$ cat config.mk
export PLATFORM = sky130hd
export DESIGN_NAME = wb_pipe_monitor
export DESIGN_NICKNAME = d
export VERILOG_FILES = /design/src/rtl/wb_pipe_monitor.sv
export SDC_FILE = /design/constraint.sdc
export NUM_CORES = 1
export LEC_CHECK = 0
export CORE_MARGIN = 2
export CORE_UTILIZATION = 48
export CTS_BUF_LIST = sky130_fd_sc_hd__clkbuf_4 sky130_fd_sc_hd__clkbuf_8
export CTS_CLUSTER_SIZE = 16
export DETAILED_ROUTE_END_ITERATION = 7
export PLACE_DENSITY = 0.89
export SLEW_MARGIN = 20
export SYNTH_ARGS = -nofsm -noshare
export SYNTH_HDL_FRONTEND = slang
export SYNTH_SLANG_ARGS = --single-unit
$ cat constraint.sdc
create_clock -name CLK -period 2.75 [get_ports CLK]
set_input_delay 0.275 -clock CLK [delete_from_list [all_inputs] [get_ports CLK]]
set_output_delay 0.275 -clock CLK [all_outputs]
set_load 0.01 [all_outputs]
$ cat src/rtl/wb_pipe_monitor.sv
// Passive protocol monitor for a pipelined Wishbone B4 slave port.
// Define WB_MON_RMW_EN to allow idle gaps inside CYC (rule 8 off).
module wb_pipe_monitor #(
  parameter int ADDR_W        = 32,
  parameter int DATA_W        = 32,
  parameter int MAX_REQUESTS  = 8,
  parameter int MAX_STALL     = 4,
  parameter int MAX_ACK_DELAY = 8,
  localparam int SEL_W = DATA_W / 8,
  localparam int OUT_W = $clog2(MAX_REQUESTS + 1) + 1
) (
  input  logic              CLK,
  input  logic              RST_N,
  input  logic              CYC_I,
  input  logic              STB_I,
  input  logic              WE_I,
  input  logic [ADDR_W-1:0] ADR_I,
  input  logic [SEL_W-1:0]  SEL_I,
  input  logic [DATA_W-1:0] DAT_I,
  input  logic              STALL_O,
  input  logic              ACK_O,
  input  logic              ERR_O,
  input  logic              clear_i,
  output logic [8:0]        viol_o,
  output logic [3:0]        first_viol_o,
  output logic [OUT_W-1:0]  outstanding_o,
  output logic [15:0]       xact_cnt_o
);

  localparam int CNT_W = $clog2(2 * MAX_REQUESTS + 1);
  localparam int STL_W = $clog2(MAX_STALL + 2);
  localparam int DLY_W = $clog2(MAX_ACK_DELAY + 2);
  localparam logic [CNT_W-1:0] CNT_MAX = CNT_W'(2 * MAX_REQUESTS);
  localparam logic [CNT_W-1:0] REQ_LIM = CNT_W'(MAX_REQUESTS);
  localparam logic [STL_W-1:0] STL_LIM = STL_W'(MAX_STALL);
  localparam logic [DLY_W-1:0] DLY_LIM = DLY_W'(MAX_ACK_DELAY);

  logic              r_pv;
  logic              r_cyc;
  logic              r_stb;
  logic              r_we;
  logic [ADDR_W-1:0] r_adr;
  logic [SEL_W-1:0]  r_sel;
  logic [DATA_W-1:0] r_dat;
  logic              r_stalled;
  logic [CNT_W-1:0]  r_nreqs;
  logic [CNT_W-1:0]  r_nacks;
  logic [STL_W-1:0]  r_stall;
  logic [DLY_W-1:0]  r_wait;
  logic [OUT_W-1:0]  r_out;
  logic [8:0]        r_viol;
  logic [3:0]        r_first;
  logic [15:0]       r_xact;

  logic              w_req;
  logic              w_rsp;
  logic              w_zero;
  logic              w_pend;
  logic [CNT_W-1:0]  w_nreqs_nxt;
  logic [CNT_W-1:0]  w_nacks_nxt;
  logic [CNT_W:0]    w_diff;
  logic [STL_W-1:0]  w_stall_nxt;
  logic [DLY_W-1:0]  w_wait_nxt;
  logic              w_chg;
  logic [8:0]        w_rules;
  logic [3:0]        w_first;
  logic              w_done;

  assign w_req  = CYC_I & STB_I & ~STALL_O;
  assign w_rsp  = ACK_O | ERR_O;
  assign w_zero = (r_nreqs == r_nacks);
  assign w_pend = (r_nreqs > r_nacks);

  // Counters restart after any cycle without CYC and saturate, never wrap.
  always_comb begin
    w_nreqs_nxt = '0;
    w_nacks_nxt = '0;
    if (CYC_I) begin
      w_nreqs_nxt = r_nreqs;
      w_nacks_nxt = r_nacks;
      if (w_req && r_nreqs != CNT_MAX)
        w_nreqs_nxt = r_nreqs + 1'b1;
      if (w_rsp && r_nacks != CNT_MAX)
        w_nacks_nxt = r_nacks + 1'b1;
    end
  end

  assign w_diff = {1'b0, w_nreqs_nxt} - {1'b0, w_nacks_nxt};

  always_comb begin
    w_stall_nxt = '0;
    if (STB_I && STALL_O)
      w_stall_nxt = (r_stall == STL_LIM) ? r_stall
                                         : r_stall + 1'b1;
  end

  always_comb begin
    w_wait_nxt = '0;
    if (CYC_I && !STB_I && !w_rsp && w_pend)
      w_wait_nxt = (r_wait == DLY_LIM) ? r_wait
                                       : r_wait + 1'b1;
  end

  assign w_chg = (STB_I != r_stb) | (ADR_I != r_adr)
               | (SEL_I != r_sel) | (WE_I != r_we)
               | (WE_I & (DAT_I != r_dat));

  always_comb begin
    w_rules    = '0;
    w_rules[0] = STB_I & ~CYC_I;
    w_rules[1] = r_pv & r_stalled & w_chg;
    w_rules[2] = r_pv & r_stb & STB_I & (WE_I != r_we);
    w_rules[3] = STB_I & WE_I & (SEL_I == '0);
    w_rules[4] = (w_rsp & r_pv & ~r_cyc)
               | (w_rsp & w_zero & ~w_req)
               | (ACK_O & ERR_O);
    w_rules[5] = (MAX_STALL != 0) && (w_stall_nxt == STL_LIM);
    w_rules[6] = (MAX_ACK_DELAY != 0) && (w_wait_nxt == DLY_LIM);
    w_rules[7] = (w_req & (r_nreqs == REQ_LIM))
               | (r_nacks > r_nreqs);
`ifdef WB_MON_RMW_EN
    w_rules[8] = 1'b0;
`else
    w_rules[8] = CYC_I & ~STB_I & w_zero;
`endif
  end

  always_comb begin
    w_first = 4'hF;
    for (int i = 8; i >= 0; i--)
      if (w_rules[i]) w_first = 4'(i);
  end

  // A cycle counts only if it closes balanced and raises no new flag.
  assign w_done = r_cyc & ~CYC_I & w_zero & (r_nreqs != '0)
                & ((w_rules & ~r_viol) == '0);

  always_ff @(posedge CLK or negedge RST_N) begin
    if (!RST_N) begin
      r_pv      <= 1'b0;
      r_cyc     <= 1'b0;
      r_stb     <= 1'b0;
      r_we      <= 1'b0;
      r_adr     <= '0;
      r_sel     <= '0;
      r_dat     <= '0;
      r_stalled <= 1'b0;
      r_nreqs   <= '0;
      r_nacks   <= '0;
      r_stall   <= '0;
      r_wait    <= '0;
      r_out     <= '0;
    end else begin
      r_pv      <= 1'b1;
      r_cyc     <= CYC_I;
      r_stb     <= STB_I;
      r_we      <= WE_I;
      r_adr     <= ADR_I;
      r_sel     <= SEL_I;
      r_dat     <= DAT_I;
      r_stalled <= CYC_I & STB_I & STALL_O;
      r_nreqs   <= w_nreqs_nxt;
      r_nacks   <= w_nacks_nxt;
      r_stall   <= w_stall_nxt;
      r_wait    <= w_wait_nxt;
      r_out     <= OUT_W'(w_diff);
    end
  end

  always_ff @(posedge CLK or negedge RST_N) begin
    if (!RST_N) begin
      r_viol  <= '0;
      r_first <= 4'hF;
      r_xact  <= '0;
    end else if (clear_i) begin
      r_viol  <= w_rules;
      r_first <= w_first;
      r_xact  <= '0;
    end else begin
      r_viol <= r_viol | w_rules;
      if (r_first == 4'hF)
        r_first <= w_first;
      if (w_done)
        r_xact <= r_xact + 16'd1;
    end
  end

  assign viol_o        = r_viol;
  assign first_viol_o  = r_first;
  assign outstanding_o = r_out;
  assign xact_cnt_o    = r_xact;

endmodule

**Yosys cells after proc, flatten, opt, wreduce, memory -nomap -nowiden**

Cells that the tools add are included.

- Bits in registers: 124
- Input port bits: 77
- Output and inout bits: 34
- Logic and storage cells: 113

- $add $sub $neg: 6
- Order comparisons: 2
- Equal/unequal tests: 14
- Muxes and demuxes: 22
- Bitwise gates (word level): 40
- Reduce and logical (&&, ||, !) cells: 13

Operator list:

| kind | count |
|---|---|
| 32-bit inequality test | 2 |
| 4-bit two-way mux | 12 |
| 16-bit two-way mux | 2 |
| 1-bit AND | 24 |
| 5-bit two-way mux | 4 |
| 16-bit by 1-bit adder with 16-bit output, second input constant | 1 |
| 4-bit equality test, second input constant | 3 |
| 5-bit by 1-bit adder with 5-bit output, second input constant | 2 |
| 5-bit > comparator | 2 |
| 5-bit inequality test, second input constant | 2 |
| 9-bit AND | 1 |
| 9-bit zero test | 1 |
| 3-bit two-way mux | 3 |
| 9-bit two-way mux | 1 |
| 9-bit inverter | 1 |
| 9-bit bitwise OR | 1 |
| 1-bit bitwise OR | 8 |
| 3-bit equality test, second input constant | 2 |
| 1-bit logical AND | 6 |
| 5-bit by 4-bit equality test with 1-bit output, second input constant | 1 |
| 5-bit equality test | 1 |
| 1-bit inverter | 5 |
| 5-bit nonzero test | 1 |
| 5-bit subtractor | 1 |
| other kinds (7) | 10 |

**Logic depth before layout (Yosys ltp)**

- Depth after elaboration: 15
- Mapped depth: 13

**Worst setup path after synthesis**

No wires, ideal clock.

- Path kind: register -> register
- From: register r_nreqs[4]
- To: register r_xact[15] (netlist: xact_cnt_o[15])
- Library setup time: 0.125 ns
- Arrival: 2.671 ns
- Path slack: -0.046 ns
- Stages on the path, launching flop included: 10
- Clock period less this slack: 2.796 ns
- Cells stage by stage: dfrtp_1 inv_1 ha_1 and3_1 a41o_1 maj3_2 a2111oi_4 o221ai_2 nor4_1 mux2_2

- Longest elaborated chain between the ends: 9
- Elaborated cells between the ends (all ways): 21

Ends and longest elaborated chain:

| what | line | source |
|---|---|---|
| from (decl) | 46 | `logic [CNT_W-1:0] r_nreqs;` |
| from (signal assigned) | 162 | `r_nreqs <= w_nreqs_nxt;` |
| branches (longest 7 deep; another with 5-bit > comparator) | n/a |  |
| 1-bit AND (*) | 136 | `& ((w_rules & ~r_viol) == '0);` |
| 2-bit nonzero test (no line) (*) | n/a |  |
| to (signal assigned) | 184 | `r_xact <= r_xact + 16'd1;` |
| to (decl) | 53 | `logic [15:0] r_xact;` |

Every way passes the cells marked *.
A chain may end at the register's enable or synchronous reset.

**Final worst setup path**

- From: register r_nreqs[4]
- To: register r_xact[11] (netlist: xact_cnt_o[11])

Same word-level chain as after synthesis.

==> summary.md <==
| Metric | Value |
|---|---|
| Number of global-route vias before repair | 4573 |
| Synth Instances | 481 |
| Leakage | 3.500 nW |
| Clock Skews | 11.16 ps |
| Post-synthesis sequential area ratio | 55.88% |
| Fin crit share | 108.6% |
| Antenna Cells | 0 |
| Fin worst setup slack | -236.6 ps |
| IO Pins | 111 |
| Tmin final | 2987 ps |
| Crit Reg-Reg Startpoint | r_nreqs[4]$_DFF_PN0_ |
| Drt wl/cell | 17.20 um |
| Hold_ws | 314.5 ps |
| # DRC | 0 |
| Worst-path maximum fanout | 8 |
| Pwr Total | 4.270 mW |
| Worst IR Drop VDD | 0.0003993 V |
| Yosys warning count | 0 |
| Outcome | finished with violations |
| Mapped cell area | 5562 sq um |
| Worst-Skew Late Latency | 440 ps |
| Crit path capture | xact_cnt_o[11]$_DFFE_PN0P_ |
| Max Slew Vio Count | 0 |
| Die X | 111.6 um |
| Gpl congestion | 0.8690 |
| R2R depth | 10 |
| # port buffers | 110 |
| Main synth FF type | dfrtp_1 |
| Number of distinct library cells after synthesis | 52 |
| Initial DRC Count | 385 |
| Syn Nets | 577 |
| Root Driver | clkbuf_8 |
| Fmax | 334.8 MHz |
| Dpl cell area | 7098 sq um |
| Syn Area/Cell | 11.56 sq um |
| Worst EP arrival | 3290 ps |
| Power Density | 549.1 nW/um^2 |
| Layout Cells excl Fill | 805 |
| Die H | 111.6 um |
| Cts bufs inserted | 17 |
| Most common cell in the synthesized netlist | dfrtp_1 |
| Final hold vios | 0 |
| Biggest area consumer among synthesized cells | dfrtp_1 |
| Worst setup path startpoint | r_nreqs[4]$_DFF_PN0_ |
| Slew headroom | 40.64% |
| Global route overflow | 0 |
| Dpl hpwl | 9.648 mm |
| Pre-antenna DRT Iters | 5 |
| Num rows | 39 |
| Synth top area share | 53.99% |
| Initial Util | 48.92% |
| Synthesis-to-finish area growth | 39.80% |
| H-tree depth | 4 |
| First-pass GRT wire length | 21.91 mm |
| Routed Antenna Nets | 0 |
| Final Instance Area | 7775 sq um |
| Critical path startpoint category | register |
| Via density | 5.398 |
| Post-synth EDFFs | 0 |
| RR Endpoint | xact_cnt_o[11]$_DFFE_PN0P_ |
| R2r setup slk | -240 ps |
| Initial antenna violation count | 0 |
| Largest net degree at the start of global routing | 69 |
| Max cap viols | 0 |
| Ys async rst share | 100.0% |
| Clock-pin slew on the worst setup and hold paths | 70 ps |
| Synth area leaders | dfrtp_1 (54%), xor2_1 (12%), ha_1 (4.0%) |
| Worst Path Required | 3050 ps |
| Crit path kind | reg2reg |
| Final setup violation count | 14 |
| Violations in the final reports | setup timing |
| Total Routing Usage GR | 22.22% |
| Die ar. | 12460 sq um |
| TritonCTS clock tree | done |
| Kind of end point of the critical path | register |
| Yosys reg bits | 124 |
| Vias | 4345 |
| Max clock buf depth | 2 |
| Post-synth top cells | dfrtp_1 (120), xor2_1 (74), nand2_1 (33) |
| Hold Crit Class | in2reg |
| Core Footprint | 11370 sq um |
| Nets | 745 |
| Inst Count DP | 764 |
| Setup_tns | -1144 ps |
| Clock sinks | 124 |
| RSZ-0062 raised after global routing | yes |
| Total wire length | 13.85 mm |
| Tightest Pin Transition | 890.4 ps |
| Share of layout cells above drive strength 1 | 18.28% |
==> worst max-delay path, stage by stage (launching register included) <==
cell	delay, ps
dfrtp_1	410
inv_2	90
ha_4	210
and3_4	170
a41o_1	180
maj3_2	340
a2111oi_4	410
o221ai_4	250
buf_8	200
o311ai_0	390
o41ai_1	170
==> sequential cells by signal, summed over array words and instances, names as in the netlist, 3 cells and up <==
signal,cells
outstanding_o,5
r_wait,4
r_nreqs,5
r_dat,32
r_sel,4
r_adr,32
viol_o,9
xact_cnt_o,16
r_stall,3
r_nacks,5
first_viol_o,4
==> stage by stage <==
stage	worst slack (ps)	utilization, %
after floorplan	12.44	-
after global placement	-156.7	62.43
after detailed placement	-245.3	62.43
after CTS	-61.15	66.79
after global routing	-283.5	68.38
final	-236.6	68.38
==> logic make-up after synthesis <==
kind of cell    Yosys count  share of synthesized area, %
fa+ha+maj                20                         4.612
buf+inv                  40                         2.857
compound gates           58                         8.099
other cells               1                       0.06743
flops                   124                         55.88
xor+xnor                 85                         13.39
mux                       6                         1.170
simple gates            147                         13.93
==> cell usage in the layout, fill, tap and decap left out, types with 5 or more instances in the layout <==
cell type        count
a21o_1               8
a21oi_1              8
and3_1               5
buf_4               41
clkbuf_8            22
clkdlybuf4s50_1    109
dfrtp_1            119
ha_1                14
inv_1               29
nand2_1             32
nand3_1             10
nand4_1              8
nor2_1              27
nor2b_1              5
nor4_1              20
o211ai_1             5
o21ai_0              7
o41ai_1              8
or2_2                8
xnor2_1             11
xor2_1              74
==> per-layer routing <==
layer	vias up	part of all wire (%)	global-route usage, %
met4	0	2.1	7.737
li1	2007	-	-
met3	34	5.0	5.825
met2	165	51	38.10
met5	-	0	0
met1	2139	42	27.30
==> report_power, final <==
part | switching, mW | internal [mW]
combinational | 0.286 | 0.331
clock | 0.694 | 0.962
sequential | 0.0603 | 1.94
==> repair_timing <==
item                       4_1_cts  5_1_grt
resized for setup               14       24
pin swaps                        1       12
gates cloned                     0        1
buffers inserted                 2        5
setup endpoints to repair       13       17
hold buffers                     1        0
hold endpoints to repair        62        0
==> area by class of cell <==
cell class                      count  area, sq um
Tap cell                          143        178.9
Timing Repair Buffer              157         1503
Clock inverter                      6        82.58
Clock buffer                       26        332.8
Multi-Input combinational cell    317         2449
Fill cell                         805         3595
Inverter                           32        120.1
Sequential cell                   124         3109
==> worst min path at each step <==
stage	slack (ps)	from	cells after the start	to
finish	310	DAT_I[24]	1	r_dat[24]$_DFF_PN0_
global route	310	ADR_I[15]	1	r_adr[15]$_DFF_PN0_
CTS	300	DAT_I[24]	1	r_dat[24]$_DFF_PN0_
detailed placement	450	RST_N	1	r_adr[27]$_DFF_PN0_
global placement	430	RST_N	1	r_adr[3]$_DFF_PN0_
floorplan	-20	RST_N	0	outstanding_o[0]$_DFF_PN0_
Power figures use the tool's default switching activity.
